$ cat src/rtl/pe_credit_gen_sink_if.sv
// ---------------------------------------------------------------------------
// pe_credit_gen_sink_if
// Bundles every non-clock/reset signal between a NoC router local port (plus
// the PE control inputs) and pe_credit_gen_sink.
//   master : the processing element side (pe_credit_gen_sink itself)
//   slave  : the router / environment side
// Signals
//   gen_en      allow generator to start new packets
//   dest_id     destination for next packet, taken when a head is emitted
//   datain      incoming flit from router
//   in_valid    datain valid this cycle
//   ci          credit return, one credit per cycle high
//   dataout     outgoing flit (registered)
//   out_valid   dataout valid this cycle (registered)
//   credit_cnt  credits currently available
//   read        datain[15:0] of the last accepted RX flit
//   rx_pkt_cnt  good tails received, saturating
//   rx_err      sticky RX framing/destination error
//   cr_err      sticky credit overflow error
// ---------------------------------------------------------------------------
interface pe_credit_gen_sink_if #(
    parameter int FLIT_W = 20,
    parameter int ID_W   = 4
);
    logic              gen_en;
    logic [ID_W-1:0]   dest_id;
    logic [FLIT_W-1:0] datain;
    logic              in_valid;
    logic              ci;
    logic [FLIT_W-1:0] dataout;
    logic              out_valid;
    logic [7:0]        credit_cnt;
    logic [15:0]       read;
    logic [15:0]       rx_pkt_cnt;
    logic              rx_err;
    logic              cr_err;

    modport master (
        input  gen_en, dest_id, datain, in_valid, ci,
        output dataout, out_valid, credit_cnt, read, rx_pkt_cnt, rx_err, cr_err
    );

    modport slave (
        output gen_en, dest_id, datain, in_valid, ci,
        input  dataout, out_valid, credit_cnt, read, rx_pkt_cnt, rx_err, cr_err
    );
endinterface

$ cat src/rtl/pe_credit_gen_sink.sv
// ---------------------------------------------------------------------------
// pe_credit_gen_sink
// NoC processing element with credit-based output flow control.
//   TX: packet generator emitting head/body/tail flits toward the router,
//       one flit per cycle whenever a downstream credit is available.
//   RX: sink checking incoming packet framing and destination.
// Ports
//   clk   clock, rising edge
//   rst   synchronous reset, active-high
//   bus   pe_credit_gen_sink_if.master (see interface header for signals)
// Flit format: [FLIT_W-1:FLIT_W-2] type (01 head, 00 body, 10 tail,
// 11 reserved), remaining bits payload.
//   head payload : {dest, NODE_ID, packet sequence}
//   body/tail    : running flit counter (counts every flit sent, heads
//                  included, so payloads show gaps where heads went out)
// ---------------------------------------------------------------------------
module pe_credit_gen_sink #(
    parameter int FLIT_W  = 20,
    parameter int ID_W    = 4,
    parameter int NODE_ID = 6,
    parameter int CREDITS = 7,
    parameter int PKT_LEN = 4,
    parameter int GAP     = 0
) (
    input logic                  clk,
    input logic                  rst,
    pe_credit_gen_sink_if.master bus
);

    localparam int PAY_W    = FLIT_W - 2;
    localparam int SEQ_W    = FLIT_W - 2 - 2 * ID_W;
    localparam int GAP_LAST = (GAP > 0) ? GAP - 1 : 0;

    localparam logic [1:0]      TY_BODY = 2'b00;
    localparam logic [1:0]      TY_HEAD = 2'b01;
    localparam logic [1:0]      TY_TAIL = 2'b10;
    localparam logic [ID_W-1:0] NODE_ID_L = ID_W'(NODE_ID);
    localparam logic [7:0]      CREDITS_L = 8'(CREDITS);
    localparam logic [7:0]      BODY_LAST = 8'(PKT_LEN - 2);
    localparam logic [7:0]      GAP_LAST_L = 8'(GAP_LAST);

    typedef enum logic [1:0] {T_IDLE, T_HEAD, T_BODY, T_GAP} tx_state_t;
    typedef enum logic {R_IDLE, R_BODY} rx_state_t;

    // ------------------------------------------------------------------
    // State
    // ------------------------------------------------------------------
    tx_state_t          tx_state_reg, tx_state_next;
    rx_state_t          rx_state_reg, rx_state_next;
    logic [7:0]         body_cnt_reg, body_cnt_next;
    logic [7:0]         gap_cnt_reg, gap_cnt_next;
    logic [7:0]         credit_cnt_reg, credit_cnt_next;
    logic [SEQ_W-1:0]   seq_reg;
    logic [PAY_W-1:0]   flit_cnt_reg;
    logic [FLIT_W-1:0]  dataout_reg;
    logic               out_valid_reg;
    logic [15:0]        read_reg;
    logic [15:0]        rx_pkt_cnt_reg;
    logic               rx_err_reg;
    logic               cr_err_reg;

    logic               send;
    logic               head_sent;
    logic [FLIT_W-1:0]  tx_flit;
    logic               have_credit;
    logic               credit_ovf;
    logic               rx_bad;
    logic               rx_good_tail;
    logic [1:0]         rx_type;
    logic [ID_W-1:0]    rx_dest;
    logic [15:0]        read_next;

    assign have_credit = (credit_cnt_reg != 8'd0);
    assign rx_type     = bus.datain[FLIT_W-1 -: 2];
    assign rx_dest     = bus.datain[FLIT_W-3 -: ID_W];

    // read mirrors datain[15:0]; bits above FLIT_W (narrow flits) read as 0.
    generate
        for (genvar gi = 0; gi < 16; gi++) begin : g_read_bits
            if (gi < FLIT_W) begin : g_bit
                assign read_next[gi] = bus.datain[gi];
            end else begin : g_zero
                assign read_next[gi] = 1'b0;
            end
        end
    endgenerate

    // ------------------------------------------------------------------
    // TX FSM: next state and flit selection
    // ------------------------------------------------------------------
    always_comb begin
        tx_state_next = tx_state_reg;
        body_cnt_next = body_cnt_reg;
        gap_cnt_next  = gap_cnt_reg;
        send          = 1'b0;
        head_sent     = 1'b0;
        tx_flit       = dataout_reg;   // dataout holds when nothing is sent
        case (tx_state_reg)
            T_IDLE: begin
                if (bus.gen_en) begin
                    tx_state_next = T_HEAD;
                end
            end
            T_HEAD: begin
                if (have_credit) begin
                    send          = 1'b1;
                    head_sent     = 1'b1;
                    tx_flit       = {TY_HEAD, bus.dest_id, NODE_ID_L, seq_reg};
                    body_cnt_next = 8'd0;
                    tx_state_next = T_BODY;
                end
            end
            T_BODY: begin
                if (have_credit) begin
                    send = 1'b1;
                    if (body_cnt_reg == BODY_LAST) begin
                        tx_flit = {TY_TAIL, flit_cnt_reg};
                        if (GAP > 0) begin
                            gap_cnt_next  = 8'd0;
                            tx_state_next = T_GAP;
                        end else begin
                            tx_state_next = bus.gen_en ? T_HEAD : T_IDLE;
                        end
                    end else begin
                        tx_flit       = {TY_BODY, flit_cnt_reg};
                        body_cnt_next = body_cnt_reg + 8'd1;
                    end
                end
            end
            T_GAP: begin
                if (gap_cnt_reg == GAP_LAST_L) begin
                    tx_state_next = bus.gen_en ? T_HEAD : T_IDLE;
                end else begin
                    gap_cnt_next = gap_cnt_reg + 8'd1;
                end
            end
            default: tx_state_next = T_IDLE;
        endcase
    end

    // ------------------------------------------------------------------
    // Credit accounting. A returned credit while already full is dropped
    // and flagged; sending and receiving in the same cycle cancel out.
    // ------------------------------------------------------------------
    always_comb begin
        credit_cnt_next = credit_cnt_reg;
        credit_ovf      = 1'b0;
        if (bus.ci && !send) begin
            if (credit_cnt_reg == CREDITS_L) begin
                credit_ovf = 1'b1;
            end else begin
                credit_cnt_next = credit_cnt_reg + 8'd1;
            end
        end else if (!bus.ci && send) begin
            credit_cnt_next = credit_cnt_reg - 8'd1;
        end
    end

    // ------------------------------------------------------------------
    // RX FSM: framing and destination check, acts only on valid flits
    // ------------------------------------------------------------------
    always_comb begin
        rx_state_next = rx_state_reg;
        rx_bad        = 1'b0;
        rx_good_tail  = 1'b0;
        if (bus.in_valid) begin
            case (rx_state_reg)
                R_IDLE: begin
                    if (rx_type == TY_HEAD && rx_dest == NODE_ID_L) begin
                        rx_state_next = R_BODY;
                    end else begin
                        rx_bad = 1'b1;
                    end
                end
                R_BODY: begin
                    if (rx_type == TY_BODY) begin
                        rx_state_next = R_BODY;
                    end else if (rx_type == TY_TAIL) begin
                        rx_good_tail  = 1'b1;
                        rx_state_next = R_IDLE;
                    end else begin
                        rx_bad        = 1'b1;
                        rx_state_next = R_IDLE;
                    end
                end
                default: rx_state_next = R_IDLE;
            endcase
        end
    end

    // ------------------------------------------------------------------
    // Registers
    // ------------------------------------------------------------------
    always_ff @(posedge clk) begin
        if (rst) begin
            tx_state_reg   <= T_IDLE;
            rx_state_reg   <= R_IDLE;
            body_cnt_reg   <= 8'd0;
            gap_cnt_reg    <= 8'd0;
            credit_cnt_reg <= CREDITS_L;
            seq_reg        <= '0;
            flit_cnt_reg   <= '0;
            dataout_reg    <= '0;
            out_valid_reg  <= 1'b0;
            read_reg       <= 16'd0;
            rx_pkt_cnt_reg <= 16'd0;
            rx_err_reg     <= 1'b0;
            cr_err_reg     <= 1'b0;
        end else begin
            tx_state_reg   <= tx_state_next;
            rx_state_reg   <= rx_state_next;
            body_cnt_reg   <= body_cnt_next;
            gap_cnt_reg    <= gap_cnt_next;
            credit_cnt_reg <= credit_cnt_next;
            dataout_reg    <= tx_flit;
            out_valid_reg  <= send;
            if (send) begin
                flit_cnt_reg <= flit_cnt_reg + 1'b1;
            end
            if (head_sent) begin
                seq_reg <= seq_reg + 1'b1;
            end
            if (credit_ovf) begin
                cr_err_reg <= 1'b1;
            end
            if (bus.in_valid) begin
                read_reg <= read_next;
            end
            if (rx_bad) begin
                rx_err_reg <= 1'b1;
            end
            if (rx_good_tail && rx_pkt_cnt_reg != 16'hFFFF) begin
                rx_pkt_cnt_reg <= rx_pkt_cnt_reg + 16'd1;
            end
        end
    end

    assign bus.dataout    = dataout_reg;
    assign bus.out_valid  = out_valid_reg;
    assign bus.credit_cnt = credit_cnt_reg;
    assign bus.read       = read_reg;
    assign bus.rx_pkt_cnt = rx_pkt_cnt_reg;
    assign bus.rx_err     = rx_err_reg;
    assign bus.cr_err     = cr_err_reg;

endmodule
$ cat src/flat_wrapper.sv
// flat-port wrapper written by rule: the top's interface ports become plain ports
module pe_credit_gen_sink_flat 
#(
    parameter int FLIT_W  = 20,
    parameter int ID_W    = 4,
    parameter int NODE_ID = 6,
    parameter int CREDITS = 7,
    parameter int PKT_LEN = 4,
    parameter int GAP     = 0
)
  (clk, rst, bus_gen_en, bus_dest_id, bus_datain, bus_in_valid, bus_ci, bus_dataout, bus_out_valid, bus_credit_cnt, bus_read, bus_rx_pkt_cnt, bus_rx_err, bus_cr_err);
  pe_credit_gen_sink_if #(.FLIT_W(FLIT_W), .ID_W(ID_W)) bus_i ();
  input logic clk;
  input logic rst;
  input wire logic [$bits(bus_i.gen_en)-1:0] bus_gen_en;
  input wire logic [$bits(bus_i.dest_id)-1:0] bus_dest_id;
  input wire logic [$bits(bus_i.datain)-1:0] bus_datain;
  input wire logic [$bits(bus_i.in_valid)-1:0] bus_in_valid;
  input wire logic [$bits(bus_i.ci)-1:0] bus_ci;
  output wire logic [$bits(bus_i.dataout)-1:0] bus_dataout;
  output wire logic [$bits(bus_i.out_valid)-1:0] bus_out_valid;
  output wire logic [$bits(bus_i.credit_cnt)-1:0] bus_credit_cnt;
  output wire logic [$bits(bus_i.read)-1:0] bus_read;
  output wire logic [$bits(bus_i.rx_pkt_cnt)-1:0] bus_rx_pkt_cnt;
  output wire logic [$bits(bus_i.rx_err)-1:0] bus_rx_err;
  output wire logic [$bits(bus_i.cr_err)-1:0] bus_cr_err;
  assign bus_i.gen_en = bus_gen_en;
  assign bus_i.dest_id = bus_dest_id;
  assign bus_i.datain = bus_datain;
  assign bus_i.in_valid = bus_in_valid;
  assign bus_i.ci = bus_ci;
  assign bus_dataout = bus_i.dataout;
  assign bus_out_valid = bus_i.out_valid;
  assign bus_credit_cnt = bus_i.credit_cnt;
  assign bus_read = bus_i.read;
  assign bus_rx_pkt_cnt = bus_i.rx_pkt_cnt;
  assign bus_rx_err = bus_i.rx_err;
  assign bus_cr_err = bus_i.cr_err;
  pe_credit_gen_sink #(.FLIT_W(FLIT_W), .ID_W(ID_W), .NODE_ID(NODE_ID), .CREDITS(CREDITS), .PKT_LEN(PKT_LEN), .GAP(GAP)) u_core (.clk(clk), .rst(rst), .bus(bus_i));
endmodule
$ cat config.mk
export PLATFORM = sky130hd
export DESIGN_NAME = pe_credit_gen_sink_flat
export DESIGN_NICKNAME = d
export VERILOG_FILES = /design/src/rtl/pe_credit_gen_sink_if.sv /design/src/rtl/pe_credit_gen_sink.sv /design/src/flat_wrapper.sv
export SDC_FILE = /design/constraint.sdc
export NUM_CORES = 1
export LEC_CHECK = 0
export ABC_AREA = 1
export CAP_MARGIN = 20
export CORE_MARGIN = 2
export CORE_UTILIZATION = 26
export DETAILED_ROUTE_END_ITERATION = 10
export PLACE_DENSITY_LB_ADDON = 0.25
export SLEW_MARGIN = 40
export SYNTH_ARGS = -nofsm -noshare
export SYNTH_HDL_FRONTEND = slang
export SYNTH_SLANG_ARGS = --single-unit
$ cat constraint.sdc
create_clock -name clk -period 3.4 [get_ports clk]
set_clock_uncertainty 0.2 [all_clocks]
set_input_delay 1.02 -clock clk [delete_from_list [all_inputs] [get_ports clk]]
set_output_delay 1.02 -clock clk [all_outputs]
set_load 0.02 [all_outputs]
== After elaboration in Yosys (flattened, before gate mapping) ==
Index checks and enable logic that the tools add are counted.
Storage, ports and cells
  register bits after elaboration: 110
  input bits: 29
  logic and storage cells: 91
Operators by class
  add/subtract/negate cells: 7
  eq/ne operators: 16
  multiplexer cells: 35
  bitwise gates (word level): 2
  reduce and logical (&&, ||, !) cells: 18
Operators by type and width (number)
  $mux W20: 3
  $mux W8: 6
  $pmux W20 S2: 1
  $add A8 B1 Y8 const B: 3
  $add A18 B1 Y18 const B: 1
  $add A16 B1 Y16 const B: 1
  $mux W1: 16
  $ne A16 B16 Y1 const B: 1
  $pmux W8 S2: 1
  $add A10 B1 Y10 const B: 1
  $mux W2: 5
  $eq A8 B2 Y1 const B: 1
  $eq A8 B3 Y1 const B: 1
  $logic_not A8 Y1: 1
  $ne A2 B1 Y1 const B: 4
  $pmux W2 S4: 1
  $reduce_bool A8 Y1: 1
  $sub A8 B1 Y8 const B: 1
  $eq A2 B2 Y1 const B: 3
  $ne A2 B2 Y1 const B: 3
  $reduce_and A5 Y1: 1
  $eq A2 B1 Y1 const B: 2
  $eq A4 B3 Y1 const B: 1
  $logic_and A1 B1 Y1: 4
  other kinds (9): 15

== Depth between registers and ports, before layout ==
Gate-level depths: netlist (run 1).
  depth in word-level cells: 7
  gate-level depth with buffers: 15
  mapped depth without buffers: 15

== Worst setup path before layout (run 1) ==
Ideal clock, no wire load.
  path kind: input to register
  start: in bus_ci
  end: reg u_core.credit_cnt_reg[7] (netlist: u_core.bus.credit_cnt[7])
  setup time: 0.110 ns
  data arrival time: 2.293 ns
  path slack: 0.797 ns
  stages on the path: 11
  path buffers: 0
  path through: nand2_1 > ha_1 > or2_2 > nand2_1 > nor2_1 > nor2_1 > nand2_1 > nand3_1 > nand2_1 > inv_1 > nor2_1
On the way
  word-level cells in the longest chain between the ends: 4
  elaborated cells between the ends (all ways): 7
  those cells by class: eq/ne (1); mux (1); reduce/logical (5)
Ends and longest elaborated chain
  start, declared: line flat_wrapper.sv:19  | input wire logic [$bits(bus_i.ci)-1:0] bus_ci;
  $logic_not A1 Y1: line pe_credit_gen_sink.sv:154  | end else if (!bus.ci && send) begin
  $logic_and A1 B1 Y1: line pe_credit_gen_sink.sv:154
  $reduce_bool A2 Y1 (no source line)
  $reduce_and A2 Y1 (no source line)
  end signal, assigned: line pe_credit_gen_sink.sv:214  | credit_cnt_reg <= credit_cnt_next;
  end, declared: line pe_credit_gen_sink.sv:52  | logic [7:0] credit_cnt_reg, credit_cnt_next;
Parallel ways exist; a longest one is shown, timed or not.
A chain may end at the register's enable or synchronous reset.

== Worst setup path in the final report (run 1) ==
  start: in bus_ci
  end: reg u_core.credit_cnt_reg[5] (netlist: u_core.bus.credit_cnt[5])
Same word-level chain as after synthesis.

==> key figures, run 1 <==
Timing
  • Final WS setup: 0.439 ns
  • Final hold violation count: 0
  • WHS: 0.269 ns
  • FMAX: 338 MHz
  • Setup repair after global routing missed its margin: no
  • Final Critical Period: 2.96 ns
  • Least-Margin Pin Slew: 0.505 ns
  • Max_slew headroom: 66.1%
  • Tcrit/Tclk final: 87.1%
  • Setup_tns: 0 ns
  • Setup violations, final: 0
  • Slew Limit Fails: 0

Logic synthesis
  • Seq/Total Area, Yosys: 40.1%
  • Ys Warns: 0
  • Synth Area in Compound Gates: 14.3%
  • Simple-gate share of the synthesized area: 30.1%
  • Avg Cell Area, Syn: 7.07 um2
  • Area share of fa/ha/maj cells after synthesis: 4.47%
  • #FFs+latches synth: 110
  • Cell variety after synth: 38
  • Syn_nets: 824
  • Post-synthesis mux area share: 0%
  • Post-Synth XOR/XNOR Area: 3.19%
  • Synth Cell Area: 0.00549 mm2
  • Largest family of logic cells by synthesized area: simple AND/OR/NAND/NOR gates
  • Synth Instances: 776

Power and ir drop
  • VDD IR max: 251 uV
  • Pleak: 2.56 nW
  • Power Density: 647 mW/mm2

Clock network
  • H-tree depth: 3
  • Clock sinks: 110
  • Post CTS Setup Buffer Count: 0
  • Total CTS buffers: 9
  • Worst-skew pair later-pin latency: 0.35 ns
  • Cts repair resizes: 0
  • CTS root buffer: clkbuf_16
  • Hold buffer count at cts: 0
  • CTS tree: built
  • Clock buffer depth: 2
  • Worst-path clk slew: 0.07 ns

Routing
  • Post-route ant nets: 0
  • DR iter-0 viols: 331
  • Via density: 4.36
  • Final WL: 14100 um
  • DRT Pass-1 Iters: 5
  • Residual DRC: 0
  • Vias: 4974
  • WL/cell: 12.4 um

Floorplan
  • DIE AREA: 0.0223 mm2
  • Placeable Area: 0.0209 mm2
  • IO Pins: 92
  • # rows: 53
  • Initial Util: 26.3%
  • Die W: 149 um
  • Die H: 149 um

Worst setup path
  • Crit Path Category: in -> reg
  • Sequence of cells on the critical path: clkdlybuf4s50_1 -> nand2_1 -> ha_1 -> or2_2 -> nand2_1 -> nor2_1 -> nor2_1 -> xor2_1 -> a21oi_1
  • CP arrival: 2.98 ns
  • Cell family with the largest share of critical-path delay: simple AND/OR/NAND/NOR gates
  • Max stage delay on crit path: 0.51 ns
  • Worst Setup End Kind: flop
  • Critical path's slowest cell: clkdlybuf4s50_1
  • Buf/Inv on CP: 1
  • CP Max Fanout: 7
  • Worst endpoint required time: 3.42 ns
  • Launching element type of the critical path: input pin

Place
  • GPL Wtd Cong: 0.781
  • Worst slack at placement: 0.0849 ns
  • IO buf count: 91
  • Detailed Place HPWL: 10200 um

Layout
  • Max FFs per register: 20
  • Net count, final: 910
  • Inserted Diodes: 0
  • Area growth, synth to finish: 26.8%
  • Share of cells above drive strength 1: 5.66%
  • Final core utilization: 33.3%

Global route
  • Vias in the first global route: 4608
  • Initial antenna violation count: 0
  • Largest net degree at the start of global routing: 35
  • Total GRT Usage: 12.8%
  • First-pass GRT wire length: 23200 um
  • Grt total ovfl: 0

Flow run
  • MaxCap Viol Count: 0

Min path
  • Tightest Hold Check Type: reg -> reg

Outcome
  • Run status: finished, final reports clean
## cells by family after synthesis
logic type	Yosys count
simple gates	375
compound gates	148
flops	110
buf+inv	104
xor+xnor	20
fa+ha+maj	19
## power breakdown
part	leakage, nW	total (W)	switching [W]	internal, W
Clock	0.115	0.000975	0.000480	0.000495
Combinational	1.55	0.00191	0.00117	0.000736
Sequential	0.898	0.00161	0.000148	0.00146
## stage by stage
step | area [um2] | power, W | std cells
floorplan | 5490 | 0.00298 | 776
detailed placement | 6700 | 0.00356 | 1126
CTS | 6950 | 0.00457 | 1141
global route | 6950 | 0.00487 | 1141
finish | 6950 | 0.00450 | 1141
global placement | 6700 | 0.00356 | 1126
## worst paths after layout
| path | startpoint | endpoint | slack (ns) | depth (start not counted) |
|---|---|---|---|---|
| worst max-delay path | bus_ci | u_core.bus.credit_cnt[5] | 0.44 | 9 |
| worst min-delay path | u_core.gap_cnt_reg[7] | u_core.gap_cnt_reg[7] | 0.27 | 2 |
| worst max register to register | u_core.tx_state_reg[0] | u_core.bus.credit_cnt[5] | 0.55 | 11 |
| worst min register to register | u_core.gap_cnt_reg[7] | u_core.gap_cnt_reg[7] | 0.27 | 2 |
## per-layer routing
| layer | vias to the layer above | share of wire [%] | GRT usage, % |
|---|---|---|---|
| met3 | 12 | 3.3 | 2.48 |
| met1 | 2190 | 50 | 17.7 |
| li1 | 2697 | - | - |
| met5 | - | 0 | 0 |
| met4 | 0 | 1.2 | 3.62 |
| met2 | 75 | 46 | 20.4 |
## final cells by class
type                       instances  area [um2]
clock buffer                      12         236
clock inverter                     3        22.5
fill                            2271       13900
inverter                          78         295
multi-input combinational        562        2860
sequential                       110        2200
tap                              275         344
timing repair buffer             101         998
## cell usage after synthesis (all sizes together)
cell type / number / share of area (%)
xor2: 16 / 2.6
inv: 77 / 5.3
clkinv: 1 / 0.068
a211oi: 1 / 0.14
nand4: 16 / 1.8
and3: 1 / 0.11
or2: 3 / 0.34
nand2: 176 / 12
a21oi: 58 / 5.3
o211ai: 1 / 0.14
nor3b: 1 / 0.14
nand3: 34 / 3.3
o21ai: 69 / 6.5
a31oi: 16 / 1.8
xnor2: 4 / 0.64
nor3: 24 / 2.3
buf: 10 / 1.3
dfxtp: 110 / 40
clkbuf: 16 / 1.1
o21a: 3 / 0.41
nor2: 118 / 9.3
ha: 18 / 4.1
nand3b: 2 / 0.27
fa: 1 / 0.36
## cell usage in the layout, fill, tap and decap left out, types with 4 or more instances in the layout
master | netlist | layout
nand2_2 | 4 | 4
o21ai_0 | 59 | 59
o21ai_1 | 9 | 9
nor2_1 | 109 | 109
clkbuf_16 | 0 | 9
dfxtp_1 | 110 | 110
a31oi_1 | 16 | 16
nand2_1 | 170 | 170
buf_4 | 2 | 9
a21oi_1 | 58 | 58
nor3_1 | 23 | 23
inv_2 | 3 | 4
nand4_1 | 16 | 16
clkdlybuf4s50_1 | 0 | 91
ha_1 | 18 | 18
xnor2_1 | 4 | 4
inv_1 | 73 | 72
nand3_1 | 32 | 32
xor2_1 | 16 | 16
nor2_2 | 5 | 5
## worst register-to-register path: cells and delay by family, from the launching register on
kind	cells	cell delay [ns]
AND/OR/NAND/NOR	5	0.87
adder cells (fa/ha/maj)	2	0.73
flip-flops	1	0.43
AO/OA/AOI/OAI	2	0.23
XOR/XNOR	1	0.18
buffers and inverters	1	0.10
No activity file was read; power rests on OpenSTA's default activity.
==> inputs of run 2 (changes only) <==
CAP_MARGIN = default   (was 20)
CORE_MARGIN = 3   (was 2)
==> key figures, run 2 (synthesis results as in run 1) <==
Clock network
  • Cts repair resizes: 0
  • Worst-path clk slew: 0.08 ns
  • Post CTS Setup Buffer Count: 0
  • CTS tree: built
  • H-tree depth: 3
  • Total CTS buffers: 9
  • Hold buffer count at cts: 0
  • CTS root buffer: clkbuf_16
  • Clock sinks: 110
  • Clock buffer depth: 2
  • Worst-skew pair later-pin latency: 0.35 ns

Worst setup path
  • Cell family with the largest share of critical-path delay: simple AND/OR/NAND/NOR gates
  • Buf/Inv on CP: 1
  • Number of cells on the worst reg-to-reg path: 11
  • Launching element type of the critical path: input pin
  • R2R setup slack: 0.64 ns
  • Reg2Reg Capture Point: u_core.bus.credit_cnt[5]
  • Crit path launch: bus_ci
  • Critical path's slowest cell: clkdlybuf4s50_1
  • Sequence of cells on the critical path: clkdlybuf4s50_1 -> nand2_1 -> ha_1 -> or2_2 -> nand2_1 -> nor2_1 -> nor2_1 -> xor2_1 -> a21oi_1
  • Worst endpoint required time: 3.43 ns
  • Max stage delay on crit path: 0.51 ns
  • Crit path depth: 9
  • CP Max Fanout: 5
  • Crit Path Category: in -> reg
  • Crit path capture: u_core.bus.credit_cnt[5]
  • R2R Path Start: u_core.tx_state_reg[0]
  • Worst Setup End Kind: flop
  • CP arrival: 2.90 ns

Outcome
  • Run status: finished, final reports clean

Place
  • Detailed Place HPWL: 10200 um
  • IO buf count: 91
  • GPL Wtd Cong: 0.775

Layout
  • Net count, final: 908
  • Inserted Diodes: 0
  • Commonest non-fill, non-tap cell in the layout: nand2_1
  • Share of cells above drive strength 1: 5.78%
  • Area growth, synth to finish: 26.7%
  • Final core utilization: 33.9%
  • Max FFs per register: 20
  • Commonest non-fill, non-tap cells in the layout: nand2_1 (170), dfxtp_1 (110), nor2_1 (109)
  • Final-layout fill cell count: 2210

Power and ir drop
  • Pleak: 2.56 nW
  • Power Density: 653 mW/mm2
  • VDD IR max: 248 uV

Routing
  • Post-route ant nets: 0
  • Final WL: 14400 um
  • Met3 routed WL: 523 um
  • DR top layer: met4
  • Vias: 5060
  • Met1 WL: 7120 um
  • DRT Pass-1 Iters: 4
  • Residual DRC: 0
  • DR iter-0 viols: 280
  • Via density: 4.46
  • WL/cell: 12.7 um
  • Met2 WL: 6620 um

Floorplan
  • Placeable Area: 0.0205 mm2
  • Die H: 151 um
  • IO Pins: 92
  • DIE AREA: 0.0229 mm2
  • Die W: 151 um
  • # rows: 52
  • Initial Util: 26.8%

Flow run
  • MaxCap Viol Count: 0

Min path
  • Hold Path Cell Cnt: 2
  • Tightest Hold Check Type: reg -> reg

Timing
  • FMAX: 349 MHz
  • Max_slew headroom: 53.4%
  • Setup violations, final: 0
  • Setup_tns: 0 ns
  • Final Critical Period: 2.87 ns
  • Tcrit/Tclk final: 84.3%
  • Setup repair after global routing missed its margin: no
  • Final hold violation count: 0
  • Slew Limit Fails: 0
  • Least-Margin Pin Slew: 0.699 ns

Global route
  • First-pass GRT wire length: 23900 um
  • Vias in the first global route: 4688
  • Largest net degree at the start of global routing: 45
  • Total GRT Usage: 12.9%
  • Initial antenna violation count: 0
  • Grt total ovfl: 0
## run 2: cell count changes in the layout (fill, tap and decap cells not counted)
| cell | change |
|---|---|
| buf_4 | -2 |
| clkbuf_8 | +1 |
| clkinvlp_4 | +1 |
| clkbuf_1 | -2 |
| clkinv_2 | +1 |
## run 2: per-layer routing
layer  vias to the layer above  track usage (%)
li1                       2704                -
met3                         9             2.30
met4                         0             3.40
met1                      2294             17.8
met5                         -                0
met2                        53             20.6
## run 2: power by group
group	internal [W]	switching (W)
logic	0.000732	0.00116
registers	0.00146	0.000154
clock network	0.000518	0.000511
## run 2: through the flow
| stage | setup WS, ns | hold slack [ns] | cell area, um2 | total power, W | cells |
|---|---|---|---|---|---|
| floorplan | 0.797 | 0.241 | 5490 | 0.00298 | 776 |
| global placement | 0.182 | 0.254 | 6670 | 0.00356 | 1119 |
| detailed placement | 0.173 | 0.259 | 6670 | 0.00356 | 1119 |
| CTS | 0.543 | 0.271 | 6950 | 0.00461 | 1135 |
| global route | 0.329 | 0.294 | 6950 | 0.00491 | 1135 |
| finish | 0.533 | 0.270 | 6950 | 0.00454 | 1135 |
## run 2: cell type report
cell class,instances,area (um2),area share [%]
repair buffers,99,983,14.1
multi-input cells,562,2860,41.1
well taps,270,338,4.86
inverters,78,295,4.25
flip-flops and latches,110,2200,31.7
clock buffers,11,243,3.49
clock inverters,5,35.0,0.504
## run 2: worst min-delay path by stage
stage / from / to / slack (ns)
6_report: u_core.seq_reg[9] / u_core.seq_reg[9] / 0.27
3_3_place_gp: u_core.bus.cr_err / u_core.bus.cr_err / 0.25
3_5_place_dp: u_core.seq_reg[9] / u_core.seq_reg[9] / 0.26
4_1_cts: u_core.seq_reg[9] / u_core.seq_reg[9] / 0.27
5_1_grt: u_core.bus.cr_err / u_core.bus.cr_err / 0.29
2_1_floorplan: u_core.gap_cnt_reg[4] / u_core.gap_cnt_reg[4] / 0.24
## run 2: worst reg2reg max path, stage by stage, from the launching register on
cell     delay, ns
dfxtp_1       0.43
inv_1         0.09
ha_1          0.35
o21ai_4       0.15
nand2_1       0.23
ha_1          0.37
or2_2         0.28
nand2_1       0.14
nor2_1        0.06
nor2_1        0.12
xor2_1        0.16
a21oi_1       0.08
